--- src/rtl/lsu_pkg.sv ---
// Shared definitions for the load/store bus master: RV32 funct3 codes,
// FSM state type, datapath widths and the funct3 legality check.
package lsu_pkg;

  localparam int unsigned XLEN  = 32;
  localparam int unsigned BE_W  = 4;
  localparam int unsigned F3_W_ = 3;
  localparam int unsigned CNT_W = 8;

  localparam logic [F3_W_-1:0] F3_B  = 3'b000;
  localparam logic [F3_W_-1:0] F3_H  = 3'b001;
  localparam logic [F3_W_-1:0] F3_W  = 3'b010;
  localparam logic [F3_W_-1:0] F3_BU = 3'b100;
  localparam logic [F3_W_-1:0] F3_HU = 3'b101;

  typedef enum logic [1:0] {IDLE, REQ, DONE} lsu_state_t;

  // Stores accept B/H/W only; loads additionally accept BU/HU.
  function automatic logic is_legal(input logic we, input logic [F3_W_-1:0] f3);
    logic ok;
    ok = 1'b0;
    case (f3)
      F3_B, F3_H, F3_W: ok = 1'b1;
      F3_BU, F3_HU:     ok = ~we;
      default:          ok = 1'b0;
    endcase
    return ok;
  endfunction

endpackage

--- src/rtl/lsu_lane_align.sv ---
// Combinational byte-lane logic for the load/store bus master.
// Ports:
//   funct3    : access size/signedness (RV32 encoding)
//   addr      : byte offset within the word
//   wdata     : right-aligned store data
//   rdata     : full bus read word
//   be        : byte enables for the access
//   wdata_rep : store data replicated across all lanes
//   rdata_ext : selected lane, sign/zero extended
//   misalign  : access not naturally aligned (illegal funct3 is not flagged here)
module lsu_lane_align
  import lsu_pkg::*;
(
  input  logic [F3_W_-1:0] funct3,
  input  logic [1:0]       addr,
  input  logic [XLEN-1:0]  wdata,
  input  logic [XLEN-1:0]  rdata,
  output logic [BE_W-1:0]  be,
  output logic [XLEN-1:0]  wdata_rep,
  output logic [XLEN-1:0]  rdata_ext,
  output logic             misalign
);

  logic [7:0]  byte_lane;
  logic [15:0] half_lane;

  // Lane selection for load extraction
  always_comb begin
    byte_lane = rdata[7:0];
    case (addr)
      2'd0: byte_lane = rdata[7:0];
      2'd1: byte_lane = rdata[15:8];
      2'd2: byte_lane = rdata[23:16];
      2'd3: byte_lane = rdata[31:24];
      default: byte_lane = rdata[7:0];
    endcase
    half_lane = addr[1] ? rdata[31:16] : rdata[15:0];
  end

  // Size-dependent enables, replication, extension and alignment
  always_comb begin
    be        = '0;
    wdata_rep = '0;
    rdata_ext = '0;
    misalign  = 1'b0;
    case (funct3)
      F3_B, F3_BU: begin
        be        = BE_W'(4'b0001 << addr);
        wdata_rep = {4{wdata[7:0]}};
        rdata_ext = (funct3 == F3_B) ? {{24{byte_lane[7]}}, byte_lane}
                                     : {24'b0, byte_lane};
      end
      F3_H, F3_HU: begin
        be        = addr[1] ? 4'b1100 : 4'b0011;
        wdata_rep = {2{wdata[15:0]}};
        rdata_ext = (funct3 == F3_H) ? {{16{half_lane[15]}}, half_lane}
                                     : {16'b0, half_lane};
        misalign  = addr[0];
      end
      F3_W: begin
        be        = 4'b1111;
        wdata_rep = wdata;
        rdata_ext = rdata;
        misalign  = (addr != 2'b00);
      end
      default: begin
        be        = '0;
        wdata_rep = '0;
        rdata_ext = '0;
        misalign  = 1'b0;
      end
    endcase
  end

endmodule

--- src/rtl/lsu_bus_master.sv ---
// Load/store initiator: accepts one CPU request, checks it, runs a req/ack
// bus transaction with timeout and returns extended load data.
// Ports:
//   clk, rst_n         : clock, synchronous active-low reset
//   lsu_req/we/funct3/addr/wdata : CPU request (sampled only when idle)
//   lsu_busy/done/rdata/misalign/timeout : CPU status and result
//   bus_req/we/addr/be/wdata : bus request, held until ack or timeout
//   bus_ack/bus_rdata  : bus response
module lsu_bus_master
  import lsu_pkg::*;
#(
  parameter int unsigned TIMEOUT_CYCLES = 16
) (
  input  logic             clk,
  input  logic             rst_n,
  input  logic             lsu_req,
  input  logic             lsu_we,
  input  logic [2:0]       lsu_funct3,
  input  logic [31:0]      lsu_addr,
  input  logic [31:0]      lsu_wdata,
  output logic             lsu_busy,
  output logic             lsu_done,
  output logic [31:0]      lsu_rdata,
  output logic             lsu_misalign,
  output logic             lsu_timeout,
  output logic             bus_req,
  output logic             bus_we,
  output logic [31:0]      bus_addr,
  output logic [3:0]       bus_be,
  output logic [31:0]      bus_wdata,
  input  logic             bus_ack,
  input  logic [31:0]      bus_rdata
);

  lsu_state_t        state;
  logic              we_q;
  logic [F3_W_-1:0]  f3_q;
  logic [1:0]        off_q;
  logic [CNT_W-1:0]  cnt;

  logic [F3_W_-1:0]  la_f3;
  logic [1:0]        la_off;
  logic [BE_W-1:0]   la_be;
  logic [XLEN-1:0]   la_wdata_rep;
  logic [XLEN-1:0]   la_rdata_ext;
  logic              la_misalign;

  // Idle: evaluate the incoming request; otherwise: the registered one
  assign la_f3  = (state == IDLE) ? lsu_funct3     : f3_q;
  assign la_off = (state == IDLE) ? lsu_addr[1:0]  : off_q;

  lsu_lane_align u_lane (
    .funct3    (la_f3),
    .addr      (la_off),
    .wdata     (lsu_wdata),
    .rdata     (bus_rdata),
    .be        (la_be),
    .wdata_rep (la_wdata_rep),
    .rdata_ext (la_rdata_ext),
    .misalign  (la_misalign)
  );

  // Transaction FSM with registered outputs
  always_ff @(posedge clk) begin
    if (!rst_n) begin
      state        <= IDLE;
      we_q         <= 1'b0;
      f3_q         <= '0;
      off_q        <= '0;
      cnt          <= '0;
      lsu_busy     <= 1'b0;
      lsu_done     <= 1'b0;
      lsu_rdata    <= '0;
      lsu_misalign <= 1'b0;
      lsu_timeout  <= 1'b0;
      bus_req      <= 1'b0;
      bus_we       <= 1'b0;
      bus_addr     <= '0;
      bus_be       <= '0;
      bus_wdata    <= '0;
    end else begin
      case (state)
        IDLE: begin
          if (lsu_req) begin
            we_q     <= lsu_we;
            f3_q     <= lsu_funct3;
            off_q    <= lsu_addr[1:0];
            lsu_busy <= 1'b1;
            if (!is_legal(lsu_we, lsu_funct3) || la_misalign) begin
              // Rejected requests finish without touching the bus
              state        <= DONE;
              lsu_done     <= 1'b1;
              lsu_misalign <= 1'b1;
            end else begin
              state     <= REQ;
              cnt       <= '0;
              bus_req   <= 1'b1;
              bus_we    <= lsu_we;
              bus_addr  <= {lsu_addr[31:2], 2'b00};
              bus_be    <= la_be;
              bus_wdata <= lsu_we ? la_wdata_rep : '0;
            end
          end
        end
        REQ: begin
          if (bus_ack || ((TIMEOUT_CYCLES != 0) &&
                          (cnt == CNT_W'(TIMEOUT_CYCLES - 1)))) begin
            state     <= DONE;
            lsu_done  <= 1'b1;
            cnt       <= '0;
            bus_req   <= 1'b0;
            bus_we    <= 1'b0;
            bus_addr  <= '0;
            bus_be    <= '0;
            bus_wdata <= '0;
            if (bus_ack) begin
              if (!we_q) lsu_rdata <= la_rdata_ext;
            end else begin
              lsu_timeout <= 1'b1;
            end
          end else begin
            cnt <= cnt + CNT_W'(1);
          end
        end
        DONE: begin
          state        <= IDLE;
          lsu_busy     <= 1'b0;
          lsu_done     <= 1'b0;
          lsu_misalign <= 1'b0;
          lsu_timeout  <= 1'b0;
        end
        default: begin
          state    <= IDLE;
          lsu_busy <= 1'b0;
          lsu_done <= 1'b0;
          bus_req  <= 1'b0;
        end
      endcase
    end
  end

endmodule

--- config.mk ---
export PLATFORM = sky130hd
export DESIGN_NAME = lsu_bus_master
export DESIGN_NICKNAME = d
export VERILOG_FILES = /design/src/rtl/lsu_pkg.sv /design/src/rtl/lsu_lane_align.sv /design/src/rtl/lsu_bus_master.sv
export SDC_FILE = /design/constraint.sdc
export NUM_CORES = 1
export LEC_CHECK = 0
export CAP_MARGIN = 40
export CORE_MARGIN = 3
export CORE_UTILIZATION = 38
export DETAILED_ROUTE_END_ITERATION = 8
export GPL_TIMING_DRIVEN = 0
export PLACE_DENSITY = 0.7
export SYNTH_ARGS = -nofsm -noshare
export SYNTH_HDL_FRONTEND = slang
export SYNTH_SLANG_ARGS = --single-unit
--- constraint.sdc ---
create_clock -name clk -period 6.1 [get_ports clk]
set_input_delay 1.525 -clock clk [delete_from_list [all_inputs] [get_ports clk]]
set_output_delay 1.525 -clock clk [all_outputs]
set_load 0.02 [all_outputs]
== Word-level counts from Yosys, hierarchy flattened ==
Index checks and enable logic that the tools add are counted.
Storage, ports and cells
  register bits: 122
  bits of input ports: 104
  output and inout bits: 106
  logic and storage cells: 117
Cells by class
  $add $sub $neg: 1
  equal/unequal tests: 19
  shift operators: 1
  multiplexer cells: 52
  bitwise gates (word level): 4
  reductions and logical operators: 25
Operators by type and width (count)
  two-way mux 32 bit: 8
  case mux 32 bit (3 select lines): 2
  case mux 32 bit (2 select lines): 2
  case mux 8 bit (4 select lines): 1
  two-way mux 8 bit: 3
  two-way mux 16 bit: 1
  two-way mux 4 bit: 4
  case mux 8 bit (2 select lines): 1
  two-way mux 1 bit: 14
  case mux 1 bit (2 select lines): 7
  equality test 3 bit, second input constant: 4
  case mux 4 bit (3 select lines): 1
  AND reduction 3 bit: 4
  AND reduction 4 bit: 3
  adder 8 x 1 -> 8 bit, second input constant: 1
  equality test 8 x 4 -> 1 bit, second input constant: 1
  two-way mux 2 bit: 4
  != test 2 bit, second input constant: 4
  case mux 4 bit (2 select lines): 1
  nonzero test 2 bit: 4
  equality test 2 bit, second input constant: 3
  equality test 3 x 1 -> 1 bit, second input constant: 2
  equality test 3 x 2 -> 1 bit, second input constant: 2
  zero test 3 bit: 2
  13 further kinds: 23

== Depth between registers and ports, before layout ==
Gate-level depths: netlist of the first run.
  depth after elaboration: 11
  mapped depth: 9

== Hierarchy ==
Synthesis of the first run repeated with hierarchy kept, for this count alone.
Unflattened totals
  cells, all modules: 742
  area, all modules: 5809.3 um^2
By module, submodules not included
  lsu_bus_master: times used 1, cells each 559, area each 4590.7 um^2, sequential area each 2402.3 um^2
  lsu_lane_align: times used 1, cells each 183, area each 1218.7 um^2, sequential area each 0.0 um^2

== Worst setup path after synthesis of the first run ==
Ideal clock, no wire load.
  path type: input -> register
  start: in lsu_funct3[0]
  end: reg lsu_rdata[21]
  library setup time: 76 ps
  data arrival time: 3165 ps
  slack: 2859 ps
  stages: 9
  buffers on the path: 3
  cells stage by stage: or4_1 -> o31a_1 -> buf_6 -> or2_0 -> buf_4 -> a21oi_4 -> o21ai_2 -> buf_6 -> a31oi_2
On the way
  longest elaborated chain between the ends: 4
  elaborated cells between the ends (all ways): 11
RTL lines
  from (decl): line lsu_bus_master.sv:18  | input logic [2:0] lsu_funct3,
  two-way mux 3 bit *: line lsu_bus_master.sv:49  | assign la_f3 = (state == IDLE) ? lsu_funct3 : f3_q;
  equality test 3 x 1 -> 1 bit, or another cell as far along: line lsu_lane_align.sv:46, lsu_lane_align.sv:56
  two-way mux 32 bit, or another cell as far along: line lsu_lane_align.sv:56  | rdata_ext = (funct3 == F3_H) ? {{16{half_lane[15]}}, half_lane}
  case mux 32 bit (3 select lines) *: line lsu_lane_align.sv:46  | case (funct3)
  to (signal assigned): line lsu_bus_master.sv:117  | if (!we_q) lsu_rdata <= la_rdata_ext;
  to (decl): line lsu_bus_master.sv:23  | output logic [31:0] lsu_rdata,
Mark *: on every way between the ends. The rest lies on a longest branch, timed or not.
A chain may end at the register's enable or synchronous reset.

==> results of run 1 <==
## registers in the layout (all words and copies together), names as in the netlist
signal / flops
bus_wdata: 32
lsu_rdata: 32
bus_addr: 30
cnt: 8
bus_be: 4
f3_q: 3
off_q: 2
state: 2
bus_req: 1
bus_we: 1
lsu_busy: 1
lsu_done: 1
lsu_misalign: 1
lsu_timeout: 1
we_q: 1
## per-layer routing
layer | GRT usage [%] | vias to the layer above | wire, µm
li1 | - | 2712 | -
met1 | 28.0 | 2675 | 7860
met2 | 38.8 | 295 | 9330
met3 | 7.08 | 21 | 1840
met4 | 7.05 | 0 | 268
met5 | 0 | - | 0
## Yosys cell counts (2+ instances only)
cell type | number | area share [%]
o31ai_1 | 2 | 0.27
a21o_1 | 9 | 1.2
nand3b_1 | 3 | 0.40
a22oi_1 | 8 | 1.1
o21a_1 | 2 | 0.27
o22ai_1 | 5 | 0.55
inv_1 | 6 | 0.40
nand2b_1 | 2 | 0.22
a211oi_1 | 3 | 0.40
nor3_1 | 3 | 0.27
or2_0 | 2 | 0.22
dfxtp_1 | 120 | 42
a221oi_1 | 8 | 1.2
and3_1 | 4 | 0.44
a22o_1 | 30 | 4.6
mux2i_1 | 66 | 12
buf_2 | 5 | 0.44
nor2_1 | 30 | 2.0
a21oi_4 | 2 | 0.58
nand3_1 | 20 | 1.8
o2bb2ai_1 | 2 | 0.31
or4_1 | 2 | 0.27
clkbuf_1 | 21 | 1.4
o21ai_0 | 26 | 2.3
o211ai_1 | 3 | 0.40
a31oi_1 | 9 | 1.0
nand2_1 | 156 | 10
a21oi_1 | 22 | 1.9
buf_4 | 7 | 0.93
or2_2 | 2 | 0.22
a311oi_2 | 2 | 0.53
a31oi_2 | 10 | 2.2
buf_6 | 10 | 2.0
and2_4 | 2 | 0.31
## path summary, 6_finish.rpt
check | endpoint | slack, ps
worst min register to register | lsu_rdata[12] | 460
worst min-delay path | lsu_rdata[12] | 460
worst max-delay path | cnt[3] | 2410
worst max register to register | lsu_rdata[6] | 3500
## power groups by stage
stage | logic (µW) | clock network, µW | registers [µW]
6_report | 614 | 1070 | 866
5_1_grt | 656 | 1110 | 871
4_1_cts | 613 | 1080 | 866
3_5_place_dp | 610 | 0 | 883
3_3_place_gp | 600 | 0 | 880
2_1_floorplan | 302 | 0 | 933
## kinds of logic (layout without fill, tap and decap cells)
family | Yosys count | after routing | share of synthesized area (%)
buffers and inverters | 50 | 290 | 5.22
xor gates and xnor gates | 1 | 1 | 0.155
and+or+nand+nor | 239 | 239 | 18.7
other | 1 | 2 | 0.0663
adders and majority gates | 1 | 1 | 0.221
muxes | 68 | 68 | 12.1
DFF | 120 | 120 | 42.5
AOI/OAI and AO/OA | 154 | 154 | 21.1
## metrics by stage
stage	area, µm²	worst slack, ps	utilization (%)
detailed placement	7960	1980	56.0
global placement	7960	2070	56.0
global route	8580	2190	60.4
floorplan	5660	2860	-
finish	8580	2410	60.4
CTS	8580	2410	60.4
## cells in the final DEF, fill, tap and decap left out, types with 5 or more instances in the layout
cell type	Yosys	routed
a21o_1	9	9
a21oi_1	22	22
a221oi_1	8	8
a22o_1	30	30
a22oi_1	8	8
a31oi_1	9	9
a31oi_2	10	10
buf_2	5	6
buf_4	7	7
buf_6	10	10
clkbuf_1	21	24
clkbuf_16	0	17
clkdlybuf4s50_1	0	207
dfxtp_1	120	120
inv_1	6	6
mux2i_1	66	66
nand2_1	156	156
nand3_1	20	20
nor2_1	30	30
o21ai_0	26	26
o22ai_1	5	5
## area by class of cell
type                            instances  area, µm²  area share [%]
Tap cell                              180        225            2.62
Multi-Input combinational cell        465       2960            34.5
Clock buffer                           21        450            5.25
Timing Repair Buffer                  208       2080            24.2
Buffer                                 44        273            3.18
Inverter                                6       22.5           0.262
Sequential cell                       120       2400            28.0
Clock inverter                         11        170            1.98
==> flow_metrics.py, run 1 <==
metrics = {
    "status": {
        "status": "finished clean",
    },
    "min_path": {
        "hold_path.class": "flop to flop",
        "hold_start": "lsu_rdata[12]",
        "holdPathStages": 1,
    },
    "sta": {
        "final_hold_viol_count": 0,
        "setup_viol": 0,
        "timing.setup.tns_ps": 0,
        "final_max_slew_viol_count": 0,
        "hold_ws_ps": 455,
        "worstMarginPinSlew_ps": 851,
        "max_freq_ghz": 0.271,
        "slew_headroom_pct": 42.1,
        "skew_ps": 17.5,
        "rsz0062_at_grt": "false",
        "fin_crit_ps": 3690,
        "fin_crit_sh_pct": 60.6,
    },
    "floorplan": {
        "start_util_pct": 39.8,
        "die_y_um": 128,
        "row_count": 43,
        "die_x_um": 128,
        "fp.coreArea_um2": 14200,
        "io_pins": 210,
        "fp.dieArea_um2": 16400,
    },
    "synth": {
        "avgSynthCellArea_um2": 8.92,
        "synthFlopType": "dfxtp_1",
        "synth_cells": 634,
        "yosys.cell_types.count": 64,
        "synth_warnings": 0,
        "ys_seq_area_share_pct": 42.5,
        "synth.ff_latch_count": 120,
        "synth-edff-count": 0,
        "netlist_area_um2": 5650,
        "ys_async_sr_fraction_pct": 0,
    },
    "placed_design": {
        "hpwl_um": 14800,
        "port_buffers": 207,
        "routabilityCongestion": 0.906,
        "placed_cells": 1023,
    },
    "clock_tree": {
        "clk_path_buf_depth": 2,
        "path_clk_slew_ps": 60,
        "cts_sinks": 120,
        "ctsHoldBuffers": 0,
        "post-cts-setup-buffers": 0,
        "cts-resized-gates": 0,
        "clock_latency_ps": 420,
        "cts_tree": "yes",
        "clock-root-buffer": "clkbuf_16",
        "h-tree-depth": 4,
        "numCtsBuffers": 17,
    },
    "global_route": {
        "grt_pass1_vias": 5716,
        "grt_antenna_before_repair": 0,
        "grtUsageTotal_pct": 22.9,
        "grt_max_degree": 17,
        "grt_pass1_wl_um": 29800,
        "grt_overflow_total": 0,
    },
    "worst_setup_path": {
        "slowest_stage": "a21oi_1",
        "cp_num_buf_inv": 4,
        "rr_startpoint": "state[0]",
        "path_cells": "clkdlybuf4s50_1 > clkbuf_1 > inv_1 > a21oi_1 > clkbuf_1 > o211ai_1 > o31ai_1",
        "max_stage_delay_ps": 630,
        "cp-startpoint": "rst_n",
        "crit_family": "buffers and inverters",
        "cp.arrival_ps": 4010,
        "start_kind": "input port",
        "cp_num_cells": 7,
        "r2r_cells": 6,
        "crit_path_max_fanout": 10,
        "crit_required_ps": 6420,
        "crit_path_end_kind": "flop",
        "cp_common_cell": "clkbuf_1",
        "worstSetupPathType": "input port to flop",
    },
    "route": {
        "drc": 0,
        "first_pass_iters": 6,
        "ant_nets": 0,
        "viasPerCell": 5.41,
        "wl_per_cell_um": 18.3,
        "via_count": 5703,
        "drtIter0Drc": 342,
        "finalWirelength_um": 19300,
    },
    "pwr": {
        "ir_drop_v": 0.000222,
        "p_switching_uw": 731,
        "seqPwrFrac_pct": 34.0,
        "power_uw": 2550,
        "swShare_pct": 28.7,
        "p_per_area_nw_per_um2": 297,
        "leakage_uw": 0.00344,
        "power.internal_uw": 1810,
        "clockPowerShare_pct": 41.8,
        "power_frac_comb_pct": 24.1,
    },
    "job": {
        "cap_violations": 0,
    },
    "cells_and_area": {
        "final_cells": 1055,
        "syn_to_final_growth_pct": 51.8,
        "drive_gt1_share_pct": 9.60,
        "num_antenna_cells": 0,
        "num-fill-cells": 1272,
        "nets": 967,
    },
}
(Power assumes the default switching activity.)
==> inputs of run 2 (changes only) <==
--- a/config.mk
+++ b/config.mk
@@ -10,7 +10,7 @@
 export CORE_UTILIZATION = 38
 export DETAILED_ROUTE_END_ITERATION = 8
 export GPL_TIMING_DRIVEN = 0
-export PLACE_DENSITY = 0.7
+export PLACE_DENSITY = 0.73
 export SYNTH_ARGS = -nofsm -noshare
 export SYNTH_HDL_FRONTEND = slang
 export SYNTH_SLANG_ARGS = --single-unit
==> constraint.sdc (replaced) <==
create_clock -name clk -period 3.34 [get_ports clk]
set_input_delay 0.835 -clock clk [delete_from_list [all_inputs] [get_ports clk]]
set_output_delay 0.835 -clock clk [all_outputs]
set_load 0.02 [all_outputs]
==> run 2 against run 1 <==
Critical endpoint unchanged. Die area stayed put. Clock power rose by 64%. Via count shrank 3.2%. Clock skew shrank 5.7 ps. Sequential cell count unchanged. Hold slack got worse by 5.0 ps. Core utilization shrank 0.40 points.
==> flow_metrics.py, run 2 (synthesis results as in run 1) <==
metrics = {
    "floorplan": {
        "fp.coreArea_um2": 14200,
        "start_util_pct": 39.8,
        "die_x_um": 128,
        "fp.dieArea_um2": 16400,
        "die_y_um": 128,
        "io_pins": 210,
        "row_count": 43,
    },
    "sta": {
        "final_hold_viol_count": 0,
        "setup_viol": 0,
        "slew_headroom_pct": 44.8,
        "final_max_slew_viol_count": 0,
        "max_freq_ghz": 0.326,
        "timing.setup.tns_ps": 0,
        "worstMarginPinSlew_ps": 828,
        "layout_setup_ws_ps": 275,
        "skew_ps": 11.8,
        "rsz0062_at_grt": "false",
        "fin_crit_ps": 3070,
        "fin_crit_sh_pct": 91.8,
    },
    "worst_setup_path": {
        "cp.arrival_ps": 3390,
        "crit_path_end_kind": "flop",
        "cp_common_cell": "clkbuf_1",
        "rr_startpoint": "state[0]",
        "slowest_stage": "a21oi_1",
        "crit_family": "buffers and inverters",
        "crit_path_max_fanout": 10,
        "cp_num_buf_inv": 4,
        "start_kind": "input port",
        "max_stage_delay_ps": 590,
        "path_cells": "clkdlybuf4s50_1 > clkbuf_1 > inv_1 > a21oi_1 > clkbuf_1 > o211ai_1 > o31ai_1",
        "cp-startpoint": "rst_n",
        "crit_required_ps": 3660,
        "worstSetupPathType": "input port to flop",
    },
    "cells_and_area": {
        "num-fill-cells": 1266,
        "multi_input_area_um2": 2960,
        "num_antenna_cells": 0,
        "final_area_um2": 8520,
        "nets": 967,
        "area.sequential_um2": 2400,
        "fin_util_pct": 60.0,
        "final_common_cell": "clkdlybuf4s50_1",
        "syn_to_final_growth_pct": 50.8,
        "layout_common_cells": "clkdlybuf4s50_1, nand2_1, dfxtp_1",
        "top_regs": "bus_wdata (32), lsu_rdata (32), bus_addr (30)",
        "drive_gt1_share_pct": 9.50,
    },
    "pwr": {
        "leakage_uw": 0.00341,
        "ir_drop_v": 0.000387,
        "p_switching_uw": 1290,
        "power.internal_uw": 3170,
        "p_per_area_nw_per_um2": 523,
        "power_frac_comb_pct": 24.9,
        "clockPowerShare_pct": 39.6,
        "seqPwrFrac_pct": 35.5,
        "swShare_pct": 28.9,
    },
    "clock_tree": {
        "post-cts-setup-buffers": 0,
        "cts_tree": "yes",
        "path_clk_slew_ps": 60,
        "h-tree-depth": 4,
        "clock_latency_ps": 420,
        "cts-resized-gates": 0,
        "clock-root-buffer": "clkbuf_16",
        "clk_path_buf_depth": 2,
        "numCtsBuffers": 17,
        "ctsHoldBuffers": 0,
        "cts_sinks": 120,
    },
    "min_path": {
        "hold_path.class": "flop to flop",
        "hold_start": "lsu_rdata[2]",
    },
    "placed_design": {
        "routabilityCongestion": 0.893,
        "port_buffers": 207,
        "place_area_um2": 7960,
        "post-place-ws_ps": -73.2,
        "hpwl_um": 14000,
    },
    "job": {
        "cap_violations": 0,
    },
    "status": {
        "status": "finished clean",
    },
    "route": {
        "via_count": 5520,
        "finalWirelength_um": 18400,
        "ant_nets": 0,
        "drtIter0Drc": 303,
        "drc": 0,
        "viasPerCell": 5.24,
        "first_pass_iters": 5,
        "wl_per_cell_um": 17.4,
    },
    "global_route": {
        "grt_pass1_vias": 5347,
        "grt_max_degree": 17,
        "grt_overflow_total": 0,
        "grt_pass1_wl_um": 28300,
        "grtUsageTotal_pct": 22.2,
        "grt_antenna_before_repair": 0,
    },
}
run 2: worst paths after layout:
path	slack, ps	cells after the start	end
worst max-delay path	270	7	cnt[3]
worst min-delay path	450	2	lsu_rdata[2]
worst max register to register	730	8	bus_be[1]
worst min register to register	450	2	lsu_rdata[2]
run 2: layout make-up:
cell class	count	share of cell area [%]
Tap cell	180	2.64
Clock inverter	9	1.17
Clock buffer	22	5.45
Inverter	6	0.264
Multi-Input combinational cell	465	34.7
Sequential cell	120	28.2
Buffer	44	3.20
Timing Repair Buffer	208	24.4
run 2: routing by layer:
metal / up-vias / share of wire, % / global-route usage (%)
li1: 2710 / - / -
met1: 2548 / 43 / 27.5
met2: 228 / 46 / 35.3
met3: 34 / 9.3 / 7.79
met4: 0 / 2.3 / 8.68
met5: - / 0 / 0
run 2: power groups by stage:
stage / clock, µW / combinational (µW) / sequential (µW)
floorplan: 0 / 552 / 1700
global placement: 0 / 1100 / 1610
detailed placement: 0 / 1110 / 1610
CTS: 1790 / 1110 / 1580
global route: 1860 / 1190 / 1590
finish: 1760 / 1110 / 1580
run 2: worst reg2reg max path, stage by stage (launching register included):
cell and delay (ps):
dfxtp_1 370, nor2_1 310, mux2i_1 330, clkbuf_1 420, nor2_1 110, buf_2 210
clkbuf_1 260, o21ai_0 360, mux2i_1 110
run 2: stage by stage:
step / hold slack [ps] / instances / power, µW
floorplan: 423 / 635 / 2260
global placement: 436 / 1022 / 2710
detailed placement: 440 / 1023 / 2720
CTS: 456 / 1054 / 4480
global route: 476 / 1054 / 4640
finish: 450 / 1054 / 4460
